$ cat config.mk
export PLATFORM = sky130hd
export DESIGN_NAME = button_debounce_flat
export DESIGN_NICKNAME = d
export VERILOG_FILES = /design/src/rtl/button_debounce_if.sv /design/src/rtl/button_debounce.sv /design/src/flat_wrapper.sv
export SDC_FILE = /design/constraint.sdc
export NUM_CORES = 1
export LEC_CHECK = 0
export BUFFER_PORTS_ARGS = -buffer_cell sky130_fd_sc_hd__buf_2
export CORE_MARGIN = 2
export CORE_UTILIZATION = 45
export DETAILED_ROUTE_END_ITERATION = 10
export GPL_TIMING_DRIVEN = 0
export MAX_ROUTING_LAYER = met4
export PLACE_DENSITY_LB_ADDON = 0.25
export SLEW_MARGIN = 20
export SYNTH_ARGS = -nofsm -noshare
export SYNTH_HDL_FRONTEND = slang
export SYNTH_SLANG_ARGS = --single-unit
$ cat constraint.sdc
create_clock -name clk -period 2.1 [get_ports clk]
set_clock_uncertainty 0.05 [all_clocks]
set_input_delay 0.105 -clock clk [delete_from_list [all_inputs] [get_ports clk]]
set_output_delay 0.105 -clock clk [all_outputs]
set_load 0.01 [all_outputs]
$ cat src/rtl/button_debounce_if.sv
// Push-button debouncer signal bundle.
// Groups the raw contact input with the debounced level and event pulses so
// the debouncer and its consumer share one connection.
//   button_raw    : asynchronous, bouncy contact, high = pressed
//   button_press  : debounced level, high = pressed
//   press_pulse   : one-cycle pulse on an accepted press
//   release_pulse : one-cycle pulse on an accepted release
//   long_press    : one-cycle pulse once a press has been held long enough
// master = the debouncer itself, slave = whoever drives the raw contact and
// consumes the debounced results.
interface button_debounce_if;
   logic button_raw;
   logic button_press;
   logic press_pulse;
   logic release_pulse;
   logic long_press;

   modport master (
      input  button_raw,
      output button_press,
      output press_pulse,
      output release_pulse,
      output long_press
   );

   modport slave (
      output button_raw,
      input  button_press,
      input  press_pulse,
      input  release_pulse,
      input  long_press
   );
endinterface

$ cat src/rtl/button_debounce.sv
// Push-button debouncer with press, release and long-press detection.
// The raw contact is synchronized through a SYNC_STAGES flop chain.  A level
// change is accepted only after the synchronized sample has disagreed with
// the current level for DEBOUNCE_CYCLES+1 consecutive samples.  A hold counter
// measures how long an accepted press has lasted and fires long_press once.
// Ports:
//   clk     : single rising-edge clock
//   n_reset : asynchronous active-low reset
//   bus     : button_debounce_if master (raw input, debounced outputs)
module button_debounce #(
   parameter int SYNC_STAGES     = 2,
   parameter int DEBOUNCE_CYCLES = 4,
   parameter int LONG_CYCLES     = 16
) (
   input logic               clk,
   input logic               n_reset,
   button_debounce_if.master bus
);

   localparam int CNT_W  = (DEBOUNCE_CYCLES > 1) ? $clog2(DEBOUNCE_CYCLES) : 1;
   localparam int HOLD_W = $clog2(LONG_CYCLES + 1);

   localparam logic [CNT_W-1:0]  CNT_MAX  = CNT_W'(DEBOUNCE_CYCLES - 1);
   localparam logic [HOLD_W-1:0] HOLD_MAX = HOLD_W'(LONG_CYCLES);

   localparam logic [1:0] IDLE      = 2'd0;
   localparam logic [1:0] ARMING    = 2'd1;
   localparam logic [1:0] PRESSED   = 2'd2;
   localparam logic [1:0] RELEASING = 2'd3;

   logic [SYNC_STAGES-1:0] sync_q, sync_d;
   logic [1:0]             state_q, state_d;
   logic [CNT_W-1:0]       cnt_q, cnt_d;
   logic [HOLD_W-1:0]      hold_q, hold_d;
   logic                   button_press_q, button_press_d;
   logic                   press_pulse_q, press_pulse_d;
   logic                   release_pulse_q, release_pulse_d;
   logic                   long_press_q, long_press_d;
   logic                   s;

   assign s = sync_q[SYNC_STAGES-1];

   // Next-state logic.  The hold counter restarts only on a fresh press
   // (ARMING->PRESSED), so a bounce that returns from RELEASING to PRESSED
   // keeps counting the same press and long_press stays single-shot.
   always_comb begin
      sync_d          = {sync_q[SYNC_STAGES-2:0], bus.button_raw};
      state_d         = state_q;
      cnt_d           = cnt_q;
      hold_d          = hold_q;
      press_pulse_d   = 1'b0;
      release_pulse_d = 1'b0;
      long_press_d    = 1'b0;

      case (state_q)
         IDLE: begin
            if (s) begin
               state_d = ARMING;
               cnt_d   = '0;
            end
         end
         ARMING: begin
            if (!s) begin
               state_d = IDLE;
               cnt_d   = '0;
            end else if (cnt_q == CNT_MAX) begin
               state_d       = PRESSED;
               press_pulse_d = 1'b1;
            end else begin
               cnt_d = cnt_q + 1'b1;
            end
         end
         PRESSED: begin
            if (!s) begin
               state_d = RELEASING;
               cnt_d   = '0;
            end
         end
         RELEASING: begin
            if (s) begin
               state_d = PRESSED;
               cnt_d   = '0;
            end else if (cnt_q == CNT_MAX) begin
               state_d         = IDLE;
               release_pulse_d = 1'b1;
            end else begin
               cnt_d = cnt_q + 1'b1;
            end
         end
         default: begin
            state_d = IDLE;
            cnt_d   = '0;
         end
      endcase

      button_press_d = (state_d == PRESSED) || (state_d == RELEASING);

      // Saturating hold counter; long_press fires on the single cycle the
      // count first reaches LONG_CYCLES.
      if (press_pulse_d) begin
         hold_d = '0;
      end else if (button_press_q && (hold_q != HOLD_MAX)) begin
         hold_d       = hold_q + 1'b1;
         long_press_d = (hold_d == HOLD_MAX);
      end
   end

   always_ff @(posedge clk or negedge n_reset) begin
      if (!n_reset) begin
         sync_q          <= '0;
         state_q         <= IDLE;
         cnt_q           <= '0;
         hold_q          <= '0;
         button_press_q  <= 1'b0;
         press_pulse_q   <= 1'b0;
         release_pulse_q <= 1'b0;
         long_press_q    <= 1'b0;
      end else begin
         sync_q          <= sync_d;
         state_q         <= state_d;
         cnt_q           <= cnt_d;
         hold_q          <= hold_d;
         button_press_q  <= button_press_d;
         press_pulse_q   <= press_pulse_d;
         release_pulse_q <= release_pulse_d;
         long_press_q    <= long_press_d;
      end
   end

   assign bus.button_press  = button_press_q;
   assign bus.press_pulse   = press_pulse_q;
   assign bus.release_pulse = release_pulse_q;
   assign bus.long_press    = long_press_q;

endmodule

$ cat src/flat_wrapper.sv
// flat-port wrapper written by rule: the top's interface ports become plain ports
module button_debounce_flat 
#(
   parameter int SYNC_STAGES     = 2,
   parameter int DEBOUNCE_CYCLES = 4,
   parameter int LONG_CYCLES     = 16
)
  (clk, n_reset, bus_button_raw, bus_button_press, bus_press_pulse, bus_release_pulse, bus_long_press);
  button_debounce_if bus_i ();
  input logic clk;
  input logic n_reset;
  input wire logic [$bits(bus_i.button_raw)-1:0] bus_button_raw;
  output wire logic [$bits(bus_i.button_press)-1:0] bus_button_press;
  output wire logic [$bits(bus_i.press_pulse)-1:0] bus_press_pulse;
  output wire logic [$bits(bus_i.release_pulse)-1:0] bus_release_pulse;
  output wire logic [$bits(bus_i.long_press)-1:0] bus_long_press;
  assign bus_i.button_raw = bus_button_raw;
  assign bus_button_press = bus_i.button_press;
  assign bus_press_pulse = bus_i.press_pulse;
  assign bus_release_pulse = bus_i.release_pulse;
  assign bus_long_press = bus_i.long_press;
  button_debounce #(.SYNC_STAGES(SYNC_STAGES), .DEBOUNCE_CYCLES(DEBOUNCE_CYCLES), .LONG_CYCLES(LONG_CYCLES)) u_core (.clk(clk), .n_reset(n_reset), .bus(bus_i));
endmodule
Word level (Yosys, flattened, before mapping) --
Cells that the tools add are included.
Operators by class: muxes and demuxes 22, eq/ne operators 10, add/subtract/negate cells 2, reduce and logical (&&, ||, !) cells 5
Operators with widths (count):
- $mux W2 | 11
- $pmux W2 S4 | 2
- $eq A2 B2 Y1 const B | 5
- $mux W5 | 2
- $mux W1 | 7
- $add A5 B1 Y5 const B | 1
- $eq A5 B5 Y1 const B | 1
- $ne A5 B5 Y1 const B | 1
- $add A2 B1 Y2 const B | 1
- $eq A2 B1 Y1 const B | 1
- $logic_not A2 Y1 | 1
- $ne A2 B1 Y1 const B | 1
- $ne A2 B2 Y1 const B | 1
- $reduce_and A2 Y1 | 1
- $reduce_bool A2 Y1 | 1
- $logic_and A1 B1 Y1 | 1
- $logic_or A1 B1 Y1 | 1
Word-level totals: logic and storage cells 47, register bits after elaboration 15, output and inout bits 4, input bits 3

Longest topological paths before layout --
word-level depth 6, depth in mapped cells 6, depth with buffers taken out 6

Worst setup path before layout --
OpenSTA, ideal clock, no wires.
path type register to register, start register u_core.hold_q[1], end register u_core.long_press_q, in the netlist u_core.bus.long_press, required time 1.954 ns, path buffers 0, setup slack 0.673 ns, library setup time 0.096 ns, arrival 1.282 ns, stages on the path, launching flop included 6, clock period less this slack 1.427 ns, cell sequence dfrtp_1 -> ha_1 -> and2_4 -> nand2_1 -> o32a_1 -> nor4_2
On the way: word-level cells in the longest chain between the ends 4, elaborated cells between the ends (all ways) 6, those cells by class 1 x add/sub; 2 x eq/ne; 2 x mux; 1 x reduce/logical
RTL lines:
- start, declared | RTL line button_debounce.sv:34 | logic [HOLD_W-1:0] hold_q, hold_d;
- start signal, assigned | RTL line button_debounce.sv:122 | hold_q <= hold_d;
- $add A5 B1 Y5 or $ne A5 B5 Y1 (tied branches) | RTL line button_debounce.sv:103, button_debounce.sv:102
- $eq A5 B5 Y1 or $logic_and A1 B1 Y1 (tied branches) | RTL line button_debounce.sv:104, button_debounce.sv:102
- $mux W1 (*) | RTL line button_debounce.sv:102 | end else if (button_press_q && (hold_q != HOLD_MAX)) begin
- $mux W1 (*) | RTL line button_debounce.sv:100 | if (press_pulse_d) begin
- named net u_core.long_press_d | RTL line button_debounce.sv:38 | logic long_press_q, long_press_d;
- end signal, assigned | RTL line button_debounce.sv:126 | long_press_q <= long_press_d;
- end, declared | RTL line button_debounce.sv:38
The timed path passes the listed nets; every way through them passes the cells marked *. A chain may end at the register's enable or synchronous reset.

Worst setup path after layout --
Same ends and word-level chain as after synthesis.

==> results.cfg <==
[global_route]
grt_pass1_vias = 451
grt_pass1_wl_um = 1869
antenna_found_initial = 0
grt_usage = 0.1436
grt_overflow = 0
grt_max_degree = 16

[timing]
slew_headroom = 0.6762
fmax_mhz = 638.6
tightest_slew_ns = 0.4836
setup_ws_ns = 0.5340
period_needed_ns = 1.566
finalMaxSlewViolations = 0
final-setup-viol-count = 0
hold_viol = 0
tns_ns = 0
fin_crit_sh = 0.7457
grt_setup_unrepaired = no

[synth]
synthDistinctLibCells = 24
synth_area_leader_cell = dfrtp_1
syn_nets = 66
synth-seq-cells = 15
yosysTopAreaCellShare = 0.5435
synthesis.instances = 60
ys_warn_count = 0
synth_seq_area_share = 0.5435
synth_area_leaders = dfrtp_1 (54%), ha_1 (5.4%), xor2_1 (3.8%)
syn-cell-area_um2 = 690.7
synth_area_per_cell_um2 = 11.51

[run]
maxCapViolCount = 0

[cells_and_area]
antenna_cells = 0
syn2layout_area_growth_pct = 13.95
nets = 79
nFillCells = 135
postLayoutCoreUtil = 0.5349
stdcell_area_um2 = 787.0
drive_above_1_share = 0.2222

[floorplan]
die_area_um2 = 1864
std_cell_rows = 14
chipHeight_um = 43.18
coreArea_um2 = 1471
fp.dieW_um = 43.18
io_pins = 7
initial_utilization = 0.4694

[critical_path]
cp-end-kind = flop
crit_fanout = 6
startpoint_type = flop
arrival_ns = 1.70
critPathKind = flop to flop
cp.required_ns = 2.24

[min_path]
hold_path.class = input port to async pin

[cts]
htreeDepth = 1
numCtsBuffers = 3
path_clk_slew_ns = 0.08
cts_resized = 0
clockBufferDepth = 2
cts.sinks = 15
cts_tree = done
clk_latency_ns = 0.28
clock-root-buffer = clkbuf_4

[placed_design]
hpwl_um = 743.1
place_ws_ns = 0.5336
dpl-instance-area_um2 = 740.7
place.port_buffers = 6
gp_congestion = 0.7267

[routing]
drt-initial-drc-count = 7
drc = 0
postRouteAntennaNets = 0
via_count = 448
wl_um = 1022
wl_per_cell_um = 11.61
viasPerCell = 5.091
first_pass_iters = 4

[power]
ir_drop_mv = 0.6564
power.density_nw_per_um2 = 1197
leakage_nw = 0.3631
p_total_mw = 0.9419

[outcome]
outcome = finished, final reports clean
-- cell families after synthesis --
kind of cell               after synthesis  synth area share
buffers and inverters                    3           0.01630
DFF                                     15            0.5435
and+or+nand+nor                         21            0.1902
adders and majority gates                3           0.05435
xor gates and xnor gates                 5           0.06342
AOI/OAI and AO/OA                       10           0.08515
muxes                                    3           0.04710
-- critical path, stage by stage, from the launching register on --
cell and delay [ns]:
dfrtp_1 0.44, ha_1 0.24, and2_4 0.17, nand2_1 0.05
o32a_1 0.29, nor4_2 0.23
-- stage by stage --
stage,hold WS (ns),cells
after CTS,0.2010,88
after floorplan,-0.2406,60
after global routing,0.2006,88
after global placement,-0.03192,82
after detailed placement,-0.02974,82
final,0.1967,88
-- final timing paths --
check                                        startpoint  slack, ns                               to  cells past startpoint
max                        u_core.hold_q[1]$_DFFE_PN0P_       0.53  u_core.bus.long_press$_DFF_PN0_                      5
min                                             n_reset       0.20      u_core.state_q[0]$_DFF_PN0_                      2
max reg2reg                u_core.hold_q[1]$_DFFE_PN0P_       0.53  u_core.bus.long_press$_DFF_PN0_                      5
min reg2reg                  u_core.sync_q[0]$_DFF_PN0_       0.31       u_core.sync_q[1]$_DFF_PN0_                      0
max in group asynchronous                       n_reset       1.56     u_core.hold_q[0]$_DFFE_PN0P_                      2
min in group clk             u_core.sync_q[0]$_DFF_PN0_       0.31       u_core.sync_q[1]$_DFF_PN0_                      0
-- layout make-up --
cell class	instances	area (µm²)	area share
clock buffer	4	26.28	0.03339
timing repair buffer	8	50.05	0.06359
inverter	3	11.26	0.01431
sequential	15	375.4	0.4769
multi-input combinational	42	304.0	0.3863
tap	16	20.02	0.02544
-- power by group --
| part | internal [mW] | switching [mW] |
|---|---|---|
| Clock | 0.0737 | 0.0808 |
| Sequential | 0.375 | 0.118 |
| Combinational | 0.153 | 0.141 |
-- cell usage in the layout (no fill, tap or decap), types with 3 or more instances in the layout --
cell type / count
dfrtp_1: 15
nor2_1: 6
buf_2: 6
o21ai_0: 4
inv_1: 3
nand2_1: 3
xor2_1: 3
ha_1: 3
clkbuf_4: 3
-- flip-flops by register name, indices dropped and copies added, names as in the netlist --
register                  count
u_core.bus.press_pulse        1
u_core.bus.release_pulse      1
u_core.bus.long_press         1
u_core.hold_q                 5
u_core.cnt_q                  2
u_core.state_q                2
u_core.sync_q                 2
u_core.bus.button_press       1
-- synth_stat cells --
cell / n
dfrtp_1: 15
nor2_1: 6
o21ai_0: 4
ha_1: 3
inv_1: 3
nand2_1: 3
xor2_1: 3
a21oi_1: 2
mux2_2: 2
nand2b_2: 2
nand3_1: 2
nand3b_1: 2
xnor2_1: 2
a31oi_1: 1
and2_4: 1
mux2i_1: 1
nand4_1: 1
nor3b_1: 1
nor3b_2: 1
nor4_2: 1
o211ai_1: 1
o21ai_1: 1
o32a_1: 1
or2b_1: 1
-- layer usage --
layer	part of all wire	wire, µm	up-vias	GRT usage
met1	0.52	528	203	0.1699
met5	0	0	-	-
met4	0.014	14	0	0.05455
met3	0.049	50	4	0.06383
li1	-	-	233	-
met2	0.42	429	8	0.2149
-- what timing repair did --
item                      in CTS  in global routing
hold buffers                   2                  0
hold endpoints to repair      16                  0
setup buffers                  0                  0
Note: power is estimated with default switching activity, not from simulation.
